$ cat src/rtl/cpu_pkg.sv
`default_nettype none
// ============================================================================
// Module : cpu_pkg
// Desc   : Shared CPU widths and write-back requester identifiers.
// Rev    : 1.0 - initial release
// ============================================================================
package cpu_pkg;

    localparam int DATA_W = 16;
    localparam int ADDR_W = 4;
    localparam int NREG   = 1 << ADDR_W;

    typedef enum logic {
        WB_ALU = 1'b0,
        WB_MEM = 1'b1
    } wb_req_e;

endpackage
`default_nettype wire

$ cat src/rtl/regfile_wb_arbiter_if.sv
`default_nettype none
// ============================================================================
// Module : regfile_wb_arbiter_if
// Desc   : Write-back request, decode scoreboard and register-file write bus.
// Rev    : 1.0 - initial release
// ============================================================================
interface regfile_wb_arbiter_if
    import cpu_pkg::*;
#(
    parameter int DATA_W = cpu_pkg::DATA_W,
    parameter int ADDR_W = cpu_pkg::ADDR_W,
    parameter int NREG   = cpu_pkg::NREG
);

    logic              alu_valid;
    logic [ADDR_W-1:0] alu_addr;
    logic [DATA_W-1:0] alu_data;
    logic              alu_ready;

    logic              mem_valid;
    logic [ADDR_W-1:0] mem_addr;
    logic [DATA_W-1:0] mem_data;
    logic              mem_ready;

    logic              issue_valid;
    logic [ADDR_W-1:0] issue_addr;
    logic [ADDR_W-1:0] rd_addr1;
    logic [ADDR_W-1:0] rd_addr2;
    logic              rd_stall;

    logic              wr_en;
    logic [ADDR_W-1:0] wr_addr;
    logic [DATA_W-1:0] wr_data;
    logic              fwd_valid;
    logic [ADDR_W-1:0] fwd_addr;
    logic [DATA_W-1:0] fwd_data;
    logic [NREG-1:0]   busy;

    // Pipeline / register-file side
    modport master (
        output alu_valid, alu_addr, alu_data,
        input  alu_ready,
        output mem_valid, mem_addr, mem_data,
        input  mem_ready,
        output issue_valid, issue_addr, rd_addr1, rd_addr2,
        input  rd_stall,
        input  wr_en, wr_addr, wr_data,
        input  fwd_valid, fwd_addr, fwd_data,
        input  busy
    );

    // Arbiter side
    modport slave (
        input  alu_valid, alu_addr, alu_data,
        output alu_ready,
        input  mem_valid, mem_addr, mem_data,
        output mem_ready,
        input  issue_valid, issue_addr, rd_addr1, rd_addr2,
        output rd_stall,
        output wr_en, wr_addr, wr_data,
        output fwd_valid, fwd_addr, fwd_data,
        output busy
    );

endinterface
`default_nettype wire

$ cat src/rtl/wb_scoreboard.sv
`default_nettype none
// ============================================================================
// Module : wb_scoreboard
// Desc   : Pending-write busy mask and decode operand stall with forward bypass.
// Rev    : 1.0 - initial release
// ============================================================================
module wb_scoreboard
    import cpu_pkg::*;
#(
    parameter int ADDR_W = cpu_pkg::ADDR_W,
    parameter int NREG   = cpu_pkg::NREG
) (
    input  logic              clk,
    input  logic              reset,
    input  logic              clr_en,
    input  logic [ADDR_W-1:0] clr_addr,
    input  logic              issue_valid,
    input  logic [ADDR_W-1:0] issue_addr,
    input  logic [ADDR_W-1:0] rd_addr1,
    input  logic [ADDR_W-1:0] rd_addr2,
    input  logic              fwd_valid,
    input  logic [ADDR_W-1:0] fwd_addr,
    output logic [NREG-1:0]   busy,
    output logic              rd_stall
);

    logic [NREG-1:0] busy_q;
    logic [NREG-1:0] busy_d;
    logic            w_pend1;
    logic            w_pend2;

    // Set is applied after clear so a same-cycle issue keeps the bit high
    always_comb begin
        busy_d = busy_q;
        if (clr_en) begin
            busy_d[clr_addr] = 1'b0;
        end
        if (issue_valid) begin
            busy_d[issue_addr] = 1'b1;
        end
    end

    always_ff @(posedge clk or negedge reset) begin
        if (!reset) begin
            busy_q <= '0;
        end else begin
            busy_q <= busy_d;
        end
    end

    always_comb begin
        w_pend1  = busy_q[rd_addr1] & ~(fwd_valid & (fwd_addr == rd_addr1));
        w_pend2  = busy_q[rd_addr2] & ~(fwd_valid & (fwd_addr == rd_addr2));
        rd_stall = reset & (w_pend1 | w_pend2);
    end

    assign busy = busy_q;

endmodule
`default_nettype wire

$ cat src/rtl/regfile_wb_arbiter.sv
`default_nettype none
// ============================================================================
// Module : regfile_wb_arbiter
// Desc   : Fixed-priority (load first) write-port arbiter with ALU starvation guard.
// Rev    : 1.0 - initial release
// ============================================================================
module regfile_wb_arbiter
    import cpu_pkg::*;
#(
    parameter int DATA_W       = cpu_pkg::DATA_W,
    parameter int ADDR_W       = cpu_pkg::ADDR_W,
    parameter int NREG         = cpu_pkg::NREG,
    parameter int STARVE_LIMIT = 4
) (
    input  logic                 clk,
    input  logic                 reset,
    regfile_wb_arbiter_if.slave  bus
);

    localparam int              CNT_W        = $clog2(STARVE_LIMIT + 1);
    localparam logic [CNT_W-1:0] C_STARVE_MAX = CNT_W'(STARVE_LIMIT);
    localparam logic [CNT_W-1:0] C_CNT_ONE    = CNT_W'(1);

    logic [CNT_W-1:0]  starve_cnt_q;
    logic [CNT_W-1:0]  starve_cnt_d;
    logic              wr_en_q;
    logic              wr_en_d;
    logic [ADDR_W-1:0] wr_addr_q;
    logic [ADDR_W-1:0] wr_addr_d;
    logic [DATA_W-1:0] wr_data_q;
    logic [DATA_W-1:0] wr_data_d;

    logic              w_same_addr;
    logic              w_starved;
    logic              w_grant_alu;
    logic              w_grant_mem;
    logic              w_grant_any;
    wb_req_e           w_winner;
    logic [ADDR_W-1:0] w_grant_addr;
    logic [DATA_W-1:0] w_grant_data;

    // A same-address collision always goes to the older load
    always_comb begin
        w_same_addr = (bus.alu_addr == bus.mem_addr);
        w_starved   = (starve_cnt_q == C_STARVE_MAX);
        w_grant_alu = bus.alu_valid & (~bus.mem_valid | (w_starved & ~w_same_addr));
        w_grant_mem = bus.mem_valid & ~w_grant_alu;
        w_grant_any = w_grant_alu | w_grant_mem;
        w_winner    = w_grant_alu ? WB_ALU : WB_MEM;
    end

    always_comb begin
        w_grant_addr = bus.mem_addr;
        w_grant_data = bus.mem_data;
        case (w_winner)
            WB_ALU: begin
                w_grant_addr = bus.alu_addr;
                w_grant_data = bus.alu_data;
            end
            default: begin
                w_grant_addr = bus.mem_addr;
                w_grant_data = bus.mem_data;
            end
        endcase
    end

    always_comb begin
        starve_cnt_d = starve_cnt_q;
        if (!bus.alu_valid || w_grant_alu) begin
            starve_cnt_d = '0;
        end else if (!w_starved) begin
            starve_cnt_d = starve_cnt_q + C_CNT_ONE;
        end
    end

    // Address and data hold their last value when no grant is made
    always_comb begin
        wr_en_d   = w_grant_any;
        wr_addr_d = wr_addr_q;
        wr_data_d = wr_data_q;
        if (w_grant_any) begin
            wr_addr_d = w_grant_addr;
            wr_data_d = w_grant_data;
        end
    end

    always_ff @(posedge clk or negedge reset) begin
        if (!reset) begin
            starve_cnt_q <= '0;
            wr_en_q      <= 1'b0;
            wr_addr_q    <= '0;
            wr_data_q    <= '0;
        end else begin
            starve_cnt_q <= starve_cnt_d;
            wr_en_q      <= wr_en_d;
            wr_addr_q    <= wr_addr_d;
            wr_data_q    <= wr_data_d;
        end
    end

    assign bus.alu_ready = reset & w_grant_alu;
    assign bus.mem_ready = reset & w_grant_mem;
    assign bus.wr_en     = wr_en_q;
    assign bus.wr_addr   = wr_addr_q;
    assign bus.wr_data   = wr_data_q;
    assign bus.fwd_valid = wr_en_q;
    assign bus.fwd_addr  = wr_addr_q;
    assign bus.fwd_data  = wr_data_q;

    wb_scoreboard #(
        .ADDR_W (ADDR_W),
        .NREG   (NREG)
    ) u_scoreboard (
        .clk         (clk),
        .reset       (reset),
        .clr_en      (w_grant_any),
        .clr_addr    (w_grant_addr),
        .issue_valid (bus.issue_valid),
        .issue_addr  (bus.issue_addr),
        .rd_addr1    (bus.rd_addr1),
        .rd_addr2    (bus.rd_addr2),
        .fwd_valid   (wr_en_q),
        .fwd_addr    (wr_addr_q),
        .busy        (bus.busy),
        .rd_stall    (bus.rd_stall)
    );

endmodule
`default_nettype wire
$ cat src/flat_wrapper.sv
// flat-port wrapper written by rule: the top's interface ports become plain ports
module regfile_wb_arbiter_flat import cpu_pkg::*;
#(
    parameter int DATA_W       = cpu_pkg::DATA_W,
    parameter int ADDR_W       = cpu_pkg::ADDR_W,
    parameter int NREG         = cpu_pkg::NREG,
    parameter int STARVE_LIMIT = 4
)
  (clk, reset, bus_alu_valid, bus_alu_addr, bus_alu_data, bus_alu_ready, bus_mem_valid, bus_mem_addr, bus_mem_data, bus_mem_ready, bus_issue_valid, bus_issue_addr, bus_rd_addr1, bus_rd_addr2, bus_rd_stall, bus_wr_en, bus_wr_addr, bus_wr_data, bus_fwd_valid, bus_fwd_addr, bus_fwd_data, bus_busy);
  regfile_wb_arbiter_if #(.DATA_W(DATA_W), .ADDR_W(ADDR_W), .NREG(NREG)) bus_i ();
  input  logic clk;
  input  logic reset;
  input wire logic [$bits(bus_i.alu_valid)-1:0] bus_alu_valid;
  input wire logic [$bits(bus_i.alu_addr)-1:0] bus_alu_addr;
  input wire logic [$bits(bus_i.alu_data)-1:0] bus_alu_data;
  output wire logic [$bits(bus_i.alu_ready)-1:0] bus_alu_ready;
  input wire logic [$bits(bus_i.mem_valid)-1:0] bus_mem_valid;
  input wire logic [$bits(bus_i.mem_addr)-1:0] bus_mem_addr;
  input wire logic [$bits(bus_i.mem_data)-1:0] bus_mem_data;
  output wire logic [$bits(bus_i.mem_ready)-1:0] bus_mem_ready;
  input wire logic [$bits(bus_i.issue_valid)-1:0] bus_issue_valid;
  input wire logic [$bits(bus_i.issue_addr)-1:0] bus_issue_addr;
  input wire logic [$bits(bus_i.rd_addr1)-1:0] bus_rd_addr1;
  input wire logic [$bits(bus_i.rd_addr2)-1:0] bus_rd_addr2;
  output wire logic [$bits(bus_i.rd_stall)-1:0] bus_rd_stall;
  output wire logic [$bits(bus_i.wr_en)-1:0] bus_wr_en;
  output wire logic [$bits(bus_i.wr_addr)-1:0] bus_wr_addr;
  output wire logic [$bits(bus_i.wr_data)-1:0] bus_wr_data;
  output wire logic [$bits(bus_i.fwd_valid)-1:0] bus_fwd_valid;
  output wire logic [$bits(bus_i.fwd_addr)-1:0] bus_fwd_addr;
  output wire logic [$bits(bus_i.fwd_data)-1:0] bus_fwd_data;
  output wire logic [$bits(bus_i.busy)-1:0] bus_busy;
  assign bus_i.alu_valid = bus_alu_valid;
  assign bus_i.alu_addr = bus_alu_addr;
  assign bus_i.alu_data = bus_alu_data;
  assign bus_alu_ready = bus_i.alu_ready;
  assign bus_i.mem_valid = bus_mem_valid;
  assign bus_i.mem_addr = bus_mem_addr;
  assign bus_i.mem_data = bus_mem_data;
  assign bus_mem_ready = bus_i.mem_ready;
  assign bus_i.issue_valid = bus_issue_valid;
  assign bus_i.issue_addr = bus_issue_addr;
  assign bus_i.rd_addr1 = bus_rd_addr1;
  assign bus_i.rd_addr2 = bus_rd_addr2;
  assign bus_rd_stall = bus_i.rd_stall;
  assign bus_wr_en = bus_i.wr_en;
  assign bus_wr_addr = bus_i.wr_addr;
  assign bus_wr_data = bus_i.wr_data;
  assign bus_fwd_valid = bus_i.fwd_valid;
  assign bus_fwd_addr = bus_i.fwd_addr;
  assign bus_fwd_data = bus_i.fwd_data;
  assign bus_busy = bus_i.busy;
  regfile_wb_arbiter #(.DATA_W(DATA_W), .ADDR_W(ADDR_W), .NREG(NREG), .STARVE_LIMIT(STARVE_LIMIT)) u_core (.clk(clk), .reset(reset), .bus(bus_i));
endmodule
$ cat config.mk
export PLATFORM = sky130hd
export DESIGN_NAME = regfile_wb_arbiter_flat
export DESIGN_NICKNAME = d
export VERILOG_FILES = /design/src/rtl/cpu_pkg.sv /design/src/rtl/regfile_wb_arbiter_if.sv /design/src/rtl/wb_scoreboard.sv /design/src/rtl/regfile_wb_arbiter.sv /design/src/flat_wrapper.sv
export SDC_FILE = /design/constraint.sdc
export NUM_CORES = 1
export LEC_CHECK = 0
export ABC_AREA = 1
export BUFFER_PORTS_ARGS = -buffer_cell sky130_fd_sc_hd__buf_2
export CAP_MARGIN = 20
export CORE_UTILIZATION = 36
export DETAILED_ROUTE_END_ITERATION = 6
export PLACE_DENSITY = 0.66
export SLEW_MARGIN = 20
export SYNTH_ARGS = -nofsm -noshare
export SYNTH_HDL_FRONTEND = slang
export SYNTH_SLANG_ARGS = --single-unit
export TNS_END_PERCENT = 20
$ cat constraint.sdc
create_clock -name clk -period 2.4 [get_ports clk]
set_clock_uncertainty 0.1 [all_clocks]
set_input_delay 0.72 -clock clk [delete_from_list [all_inputs] [get_ports clk]]
set_output_delay 0.72 -clock clk [all_outputs]
set_load 0.05 [all_outputs]
### After elaboration in Yosys (flattened, before gate mapping)

Cells that the tools add are included.

* $add $sub $neg: 1
* order comparisons: 6
* eq/ne operators: 5
* mux-type cells: 14
* bitwise operators: 21
* reductions and logical operators: 4

Operators with widths (count)
* $mux W16: 3
* $lt A4 B5 Y1 const B: 4
* $and A16 B16 Y16: 1
* $not A16 Y16: 1
* $or A16 B16 Y16: 1
* $eq A4 B4 Y1: 3
* $and A1 B1 Y1: 10
* $bmux W1 S4: 2
* $demux W1 S4: 2
* $ge A4 B1 Y1 const B: 2
* $mux W3: 2
* $not A1 Y1: 5
* $mux W1: 4
* $mux W4: 1
* $add A3 B1 Y3 const B: 1
* $eq A3 B3 Y1 const B: 1
* $or A1 B1 Y1: 3
* $logic_and A1 B1 Y1: 2
* $ne A2 B2 Y1 const B: 1
* $logic_not A1 Y1: 1
* $logic_or A1 B1 Y1: 1

* bits in registers: 40
* input bits: 57
* output and inout bits: 61
* word-level logic and storage cells: 56

### Depth between registers and ports, before layout

Gate-level depths: netlist (run 1).

* depth after elaboration: 15
* depth in mapped cells: 16

### Cells and area by module

From an unflattened synthesis (run 1), not the netlist that was laid out.

* cell total of the unflattened synthesis: 358
* area total of the unflattened synthesis: 2606.2 sq um

By module, submodules not included
* regfile_wb_arbiter: instances 1, cells each 190, area an instance 1457.6 sq um
* wb_scoreboard: instances 1, cells each 168, area an instance 1148.6 sq um

### Worst setup path after synthesis (run 1)

OpenSTA, ideal clock, no wires.

* kind: input port to output port
* from: input port bus_alu_addr[3]
* to: output port bus_mem_ready
* arrival time: 2224 ps
* required time: 1580 ps
* path slack: -644 ps
* stages: 12
* path through: inv_1 -> nand2_1 -> nand2_1 -> nor2_1 -> nand2_1 -> nand2_2 -> nand2_4 -> nand2_8 -> buf_6 -> buf_2 -> nand2_1 -> nor2_1

* word-level cells in the longest chain between the ends: 8

Ends and longest elaborated chain
* from (decl): RTL line flat_wrapper.sv:14 `input wire logic [$bits(bus_i.alu_addr)-1:0] bus_alu_addr;`
* $eq A4 B4 Y1: RTL line regfile_wb_arbiter.sv:44 `w_same_addr = (bus.alu_addr == bus.mem_addr);`
* $not A1 Y1: RTL line regfile_wb_arbiter.sv:46 `w_grant_alu = bus.alu_valid & (~bus.mem_valid | (w_starved & ~w_same_addr));`
* $and A1 B1 Y1: RTL line regfile_wb_arbiter.sv:46
* $or A1 B1 Y1: RTL line regfile_wb_arbiter.sv:46
* $and A1 B1 Y1: RTL line regfile_wb_arbiter.sv:46
* $not A1 Y1: RTL line regfile_wb_arbiter.sv:47 `w_grant_mem = bus.mem_valid & ~w_grant_alu;`
* $and A1 B1 Y1: RTL line regfile_wb_arbiter.sv:47
* $and A1 B1 Y1: RTL line regfile_wb_arbiter.sv:102 `assign bus.mem_ready = reset & w_grant_mem;`
* to (decl): RTL line flat_wrapper.sv:20 `output wire logic [$bits(bus_i.mem_ready)-1:0] bus_mem_ready;`

Every way passes these cells.

### Worst setup path in the final report (run 1)

* from: input port bus_rd_addr1[0]
* to: output port bus_rd_stall

* word-level cells in the longest chain between the ends: 6
* elaborated cells on any way between the ends: 8

Ends and longest elaborated chain
* from (decl): RTL line flat_wrapper.sv:23 `input wire logic [$bits(bus_i.rd_addr1)-1:0] bus_rd_addr1;`
* parallel branches: the longest is 3 deep, another holds $bmux W1 S4
* $and A1 B1 Y1 (*): RTL line wb_scoreboard.sv:52 `w_pend1 = busy_q[rd_addr1] & ~(fwd_valid & (fwd_addr == rd_addr1));`
* $or A1 B1 Y1 (*): RTL line wb_scoreboard.sv:54 `rd_stall = reset & (w_pend1 | w_pend2);`
* $and A1 B1 Y1 (*): RTL line wb_scoreboard.sv:54
* to (decl): RTL line flat_wrapper.sv:25 `output wire logic [$bits(bus_i.rd_stall)-1:0] bus_rd_stall;`

Every way passes the cells marked *. The select of a mux whose other input is x is not followed.

==> results of run 1 <==
[kinds of logic (layout without fill, tap and decap cells)]
group | Yosys count | after routing | share of synthesized area
AOI/OAI and AO/OA | 47 | 47 | 0.103
xor gates and xnor gates | 3 | 3 | 0.00982
adders and majority gates | 2 | 2 | 0.00935
buffers and inverters | 69 | 187 | 0.134
DFF | 40 | 40 | 0.374
and+or+nand+nor | 217 | 217 | 0.370
[repair_timing]
item	CTS	global route
gates cloned	3	0
pin swaps	25	11
endpoints found under the setup margin	3	3
gates resized for setup	53	12
[routing by layer]
metal | vias up | part of all wire
li1 | 1447 | -
met1 | 1363 | 0.41
met2 | 122 | 0.50
met3 | 16 | 0.066
met4 | 0 | 0.024
met5 | - | 0
[cells in the mapped netlist]
cell type | count | area, um^2
a221oi_1 | 2 | 17.5
dfrtp_1 | 40 | 1000
nor3_1 | 2 | 10.0
ha_1 | 2 | 25.0
clkbuf_1 | 7 | 26.3
nand3b_1 | 2 | 15.0
nor2_1 | 31 | 116
buf_6 | 2 | 22.5
nor2_4 | 1 | 11.3
buf_4 | 21 | 158
nand2_2 | 7 | 43.8
o21ai_0 | 24 | 120
nand3_2 | 1 | 10.0
nor2_2 | 4 | 25.0
o211ai_1 | 2 | 15.0
o21bai_1 | 3 | 22.5
o22ai_1 | 4 | 25.0
o221ai_1 | 4 | 35.0
nand2_1 | 97 | 364
nand2_8 | 1 | 20.0
nand3_1 | 68 | 340
a21oi_1 | 8 | 40.0
nand2_4 | 3 | 33.8
inv_2 | 7 | 26.3
buf_2 | 4 | 20.0
xnor2_1 | 3 | 26.3
inv_1 | 28 | 105
[placed cells by master, fill, tap and decap left out, types with 3 or more instances in the layout]
cell / instances
nand2_1: 93
buf_6: 8
o21ai_0: 13
nand3_1: 68
nand2_4: 4
o21bai_1: 3
nor2_4: 5
nor2_2: 9
a21oi_1: 6
o221ai_1: 3
o22ai_1: 4
inv_1: 20
clkbuf_8: 5
inv_2: 13
xnor2_1: 3
buf_4: 23
dfrtp_1: 40
nand2_2: 10
o21ai_1: 9
nor2_1: 22
buf_2: 106
[state kept, by name (all words and copies together) (netlist names)]
name and count:
u_core.u_scoreboard.busy 16, u_core.starve_cnt_q 3, u_core.bus.fwd_addr 4, u_core.bus.fwd_valid 1, u_core.bus.fwd_data 16
[power groups by stage]
stage / clock (uW) / sequential, uW / combinational, uW
after floorplan: 0 / 1290 / 518
after global placement: 0 / 929 / 1180
after detailed placement: 0 / 923 / 1190
after CTS: 567 / 915 / 1240
after global routing: 597 / 939 / 1330
final: 560 / 925 / 1250
[cell type report]
cell class              count  area [um^2]  area share
repair buffers            143          923       0.248
inverters                  35          146      0.0393
flip-flops and latches     40         1000       0.269
repair inverters            1         7.51     0.00202
clock buffers               5         68.8      0.0185
multi-input cells         269         1410       0.378
well taps                  99          124      0.0333
clock inverters             3         42.5      0.0114
[worst max path at each step]
stage                         end  slack, ns  cells past startpoint
floorplan           bus_mem_ready      -0.23                     11
global placement     bus_rd_stall      -0.36                     11
detailed placement   bus_rd_stall      -0.37                      9
CTS                  bus_rd_stall      -0.13                     11
global route         bus_rd_stall      -0.26                     10
finish               bus_rd_stall      -0.17                      8
[per-stage QoR]
stage                     setup WS (ns)  total power, uW
after floorplan                  -0.226             1810
after global placement           -0.359             2110
after detailed placement         -0.373             2110
after CTS                        -0.134             2720
after global routing             -0.261             2870
final                            -0.168             2730
[critical path, stage by stage]
cell and delay [ns]:
bufbuf_16 0.23, nor2_2 0.04, o221ai_2 0.16, o211ai_1 0.11, nand2_1 0.10, nand2_2 0.07
a21oi_4 0.15, buf_6 0.17
==> flow_summary_export.csv, run 1 <==
group,metric,value,unit
outcome,status,"finished with violations",
outcome,violations,"negative setup slack",
pwr,p_sw_frac,0.474,
route,vias,2948,
final_layout,final_area,3720,um^2
global_routing,busiest_layer,"met2",
die,core,7210,um^2
min_path,min_path_type,"in -> async",
die,die_x,88.2,um
cts,cts.sinks,40,
worst_setup_path,required,1.58,ns
worst_setup_path,rrSetupSlack,0.28,ns
die,row_count,31,
sta,setup_violations,2,
die,die_h,88.2,um
yosys,syn_avg_cell_area,7.08,um^2
worst_setup_path,worst-endpoint-arrival,1.75,ns
die,io_pins,118,
cts,clk_pin_slew,0.08,ns
worst_setup_path,worstPathMaxFanout,5,
global_routing,grt_pass1_wl,12300,um
sta,finalHoldViolCount,0,
sta,period_share,1.07,
placement,hpwlAfterDp,5880,um
route,avgViaCountPerCell,4.95,
worst_setup_path,setup.worst_path.start_class,"input port",
final_layout,drive_above_1_share,0.409,
pwr,peakVddDrop,0.000313,V
global_routing,use_met1,0.257,
final_layout,post-route-util,0.516,
cts,cts-root-buf,"clkbuf_8",
sta,slew_headroom,0.662,
final_layout,syn_to_final_growth,39.1,%
route,drt_iter0_drc,181,
sta,worstMarginPinSlew,0.506,ns
yosys,syn_nets,437,
cts,cts_made_buffers,5,
global_routing,antenna_found_initial,0,
job,cap_violations,0,
global_routing,grt_util_met3,0.0320,
sta,hold-worst-slack,0.385,ns
worst_setup_path,critPathKind,"in -> out",
placement,postPlaceCellArea,3380,um^2
final_layout,diodes,0,
yosys,ys_warn_count,0,
worst_setup_path,rr_endpoint,"u_core.u_scoreboard.busy[15]",
worst_setup_path,timing.rr.start,"u_core.starve_cnt_q[0]",
final_layout,stdcell_count,595,
pwr,clkPwrFrac,0.205,
placement,place_inst,584,
route,drt_wl_total,7820,um
global_routing,grt_usage,0.203,
pwr,power.internal,1440,uW
sta,min_period,2.57,ns
pwr,p_comb_frac,0.456,
worst_setup_path,crit_start,"bus_rd_addr1[0]",
yosys,ys_seq_area_frac,0.374,
yosys,ys_ff_latch,40,
die,die_area,7780,um^2
cts,postCtsSetupBuffers,0,
die,initial_utilization,0.371,
pwr,p_per_area,734,nW/um^2
route,routedWlPerCell,13.1,um
final_layout,nFillCells,768,
worst_setup_path,reg2regPathDepth,15,
global_routing,grt.overflow.total,0,
sta,rsz0062_at_grt,"true",
placement,portBuffers,117,
route,drc,0,
route,drtAntennaViolNets,0,
cts,ctsLongestPathBuffers,2,
yosys,synth_cell_types,27,
sta,max_freq,0.389,GHz
worst_setup_path,worstSetupEndpointType,"output pin",
placement,gp_congestion,0.854,
sta,finalMaxSlewViolations,0,
cts,cts_tree,"yes",
cts,hold_buffers,0,
sta,setup_tns,-0.255,ns
final_layout,final_nets,554,
cts,worst_skew_pair.late_latency,0.30,ns
yosys,netlist_area,2680,um^2
pwr,power.share.sequential,0.339,
global_routing,grt_max_degree,41,
cts,htree_levels,2,
route,drt-pass1-iter-count,5,
sta,fin_ws,-0.168,ns
yosys,syn_inst,378,
global_routing,grt_pass1_vias,2719,
global_routing,met2_usage,0.350,
pwr,leakage,0.00194,uW
pwr,power.switching,1300,uW
Note: power is estimated with default switching activity, not from simulation.
==> run 2: changes to the inputs <==
==> constraint.sdc (replaced) <==
create_clock -name clk -period 2.4 [get_ports clk]
set_clock_uncertainty 0.1 [all_clocks]
set_input_delay 0.24 -clock clk [delete_from_list [all_inputs] [get_ports clk]]
set_output_delay 0.24 -clock clk [all_outputs]
set_load 0.05 [all_outputs]
==> flow_summary_export.csv, run 2 (synthesized netlist as in run 1, its figures left out) <==
group,metric,value,unit
route,drtAntennaViolNets,0,
route,drt-pass1-iter-count,4,
cts,worst_skew_pair.late_latency,0.29,ns
job,cap_violations,0,
final_layout,diodes,0,
die,initial_utilization,0.371,
sta,slew_headroom,0.603,
placement,hpwlAfterDp,5630,um
sta,period_share,0.937,
sta,setup_violations,0,
final_layout,final_cell_mix,"buf_2 (116), nand2_1 (97), nand3_1 (68)",
cts,cts_made_buffers,5,
route,drt_iter0_drc,213,
cts,clk_pin_slew,0.07,ns
cts,cts_tree,"yes",
die,die_x,88.2,um
pwr,p_per_area,783,nW/um^2
final_layout,final_area,3320,um^2
cts,htree_levels,2,
route,avgViaCountPerCell,4.91,
sta,fin_ws,0.151,ns
worst_setup_path,worst_path_largest_cell_delay,0.40,ns
die,core,7210,um^2
sta,setup_tns,0,ns
sta,max_freq,0.445,GHz
sta,min_period,2.25,ns
outcome,status,"completed",
global_routing,grt_pass1_wl,11600,um
global_routing,antenna_found_initial,0,
placement,portBuffers,117,
sta,hold-worst-slack,0.0804,ns
placement,gp_congestion,0.837,
sta,finalHoldViolCount,0,
final_layout,final_nets,532,
worst_setup_path,cp_slowest_cell,"dfrtp_1",
final_layout,syn_to_final_growth,24.1,%
worst_setup_path,worst-endpoint-arrival,1.91,ns
worst_setup_path,setup.worst_path.start_class,"flip-flop",
pwr,finalPower,2600,uW
placement,postPlaceCellArea,3180,um^2
cts,ctsLongestPathBuffers,2,
min_path,hp-start,"bus_mem_data[4]",
route,routedWlPerCell,12.7,um
pwr,peakVddDrop,0.000304,V
die,row_count,31,
cts,cts-root-buf,"clkbuf_8",
placement,dp_slack,0.227,ns
pwr,leakage,0.00179,uW
cts,postCtsSetupBuffers,0,
worst_setup_path,worstSetupEndpointType,"output pin",
worst_setup_path,required,2.06,ns
worst_setup_path,crit_start,"u_core.starve_cnt_q[0]",
route,drt_wl_total,7280,um
route,vias,2812,
worst_setup_path,worstPathMaxFanout,24,
die,die_h,88.2,um
worst_setup_path,timing.rr.start,"u_core.starve_cnt_q[0]",
sta,finalMaxSlewViolations,0,
sta,worstMarginPinSlew,0.595,ns
worst_setup_path,critPathKind,"reg -> out",
global_routing,grt.overflow.total,0,
global_routing,grt_max_degree,41,
final_layout,drive_above_1_share,0.321,
sta,rsz0062_at_grt,"false",
die,die_area,7780,um^2
global_routing,grt_usage,0.192,
route,drc,0,
worst_setup_path,crit_chain,"inv_1, ha_1, nand2_1, inv_1, nand2_2, nand2_8, nand2_8, nor2_1, buf_2",
global_routing,grt_pass1_vias,2464,
final_layout,final_common_cell,"buf_2",
die,io_pins,118,
cts,cts.sinks,40,
min_path,min_path_type,"in -> reg",
[run 2: changes by cell type in the layout (fill, tap and decap cells not counted), moves of 6 or more]
cell,delta
buf_2,+10
nor2_1,+9
o21ai_0,+11
inv_1,+8
buf_6,-8
buf_4,-19
o21ai_1,-9
inv_2,-6
[run 2: power by group]
group / internal [uW] / switching (uW)
registers: 788 / 136
logic: 274 / 867
clock network: 309 / 227
[run 2: metal layers]
layer	track usage	vias to the layer above	part of all wire
met4	0.0587	0	0.015
met3	0.0245	10	0.044
li1	-	1403	-
met1	0.258	1304	0.45
met5	0	-	0
met2	0.322	95	0.49
[run 2: area by class of cell]
class	count	area (um^2)
Clock buffer	6	72.6
Clock inverter	2	35.0
Fill cell	766	3890
Inverter	35	131
Multi-Input combinational cell	270	1340
Sequential cell	40	1000
Tap cell	99	124
Timing Repair Buffer	121	621
[run 2: path summary, 6_finish.rpt]
check / to / cells past startpoint / slack, ns
min in group asynchronous: u_core.u_scoreboard.busy[7] / 3 / 0.44
min reg2reg: u_core.bus.fwd_data[0] / 2 / 0.42
max reg2reg: u_core.u_scoreboard.busy[3] / 13 / 0.33
max: bus_alu_ready / 9 / 0.15
max in group asynchronous: u_core.bus.fwd_data[10] / 3 / 1.41
min: u_core.bus.fwd_data[4] / 3 / 0.08
[run 2: critical path, delay by kind of cell, from the launching register on]
kind,cells,cell delay [ns]
buffers and inverters,3,0.47
AND/OR/NAND/NOR,5,0.61
flip-flops,1,0.40
adder cells (fa/ha/maj),1,0.14
[run 2: metrics by stage]
stage               cells  utilization
finish                573        0.460
global route          573        0.460
CTS                   572        0.457
global placement      563        0.441
detailed placement    563        0.441
floorplan             378            -
[run 2: timing repair]
action | in CTS | in global routing
hold buffers | 1 | 0
endpoints found under the hold margin | 40 | 0
setup endpoints to repair | 0 | 2
resized for setup | 0 | 3
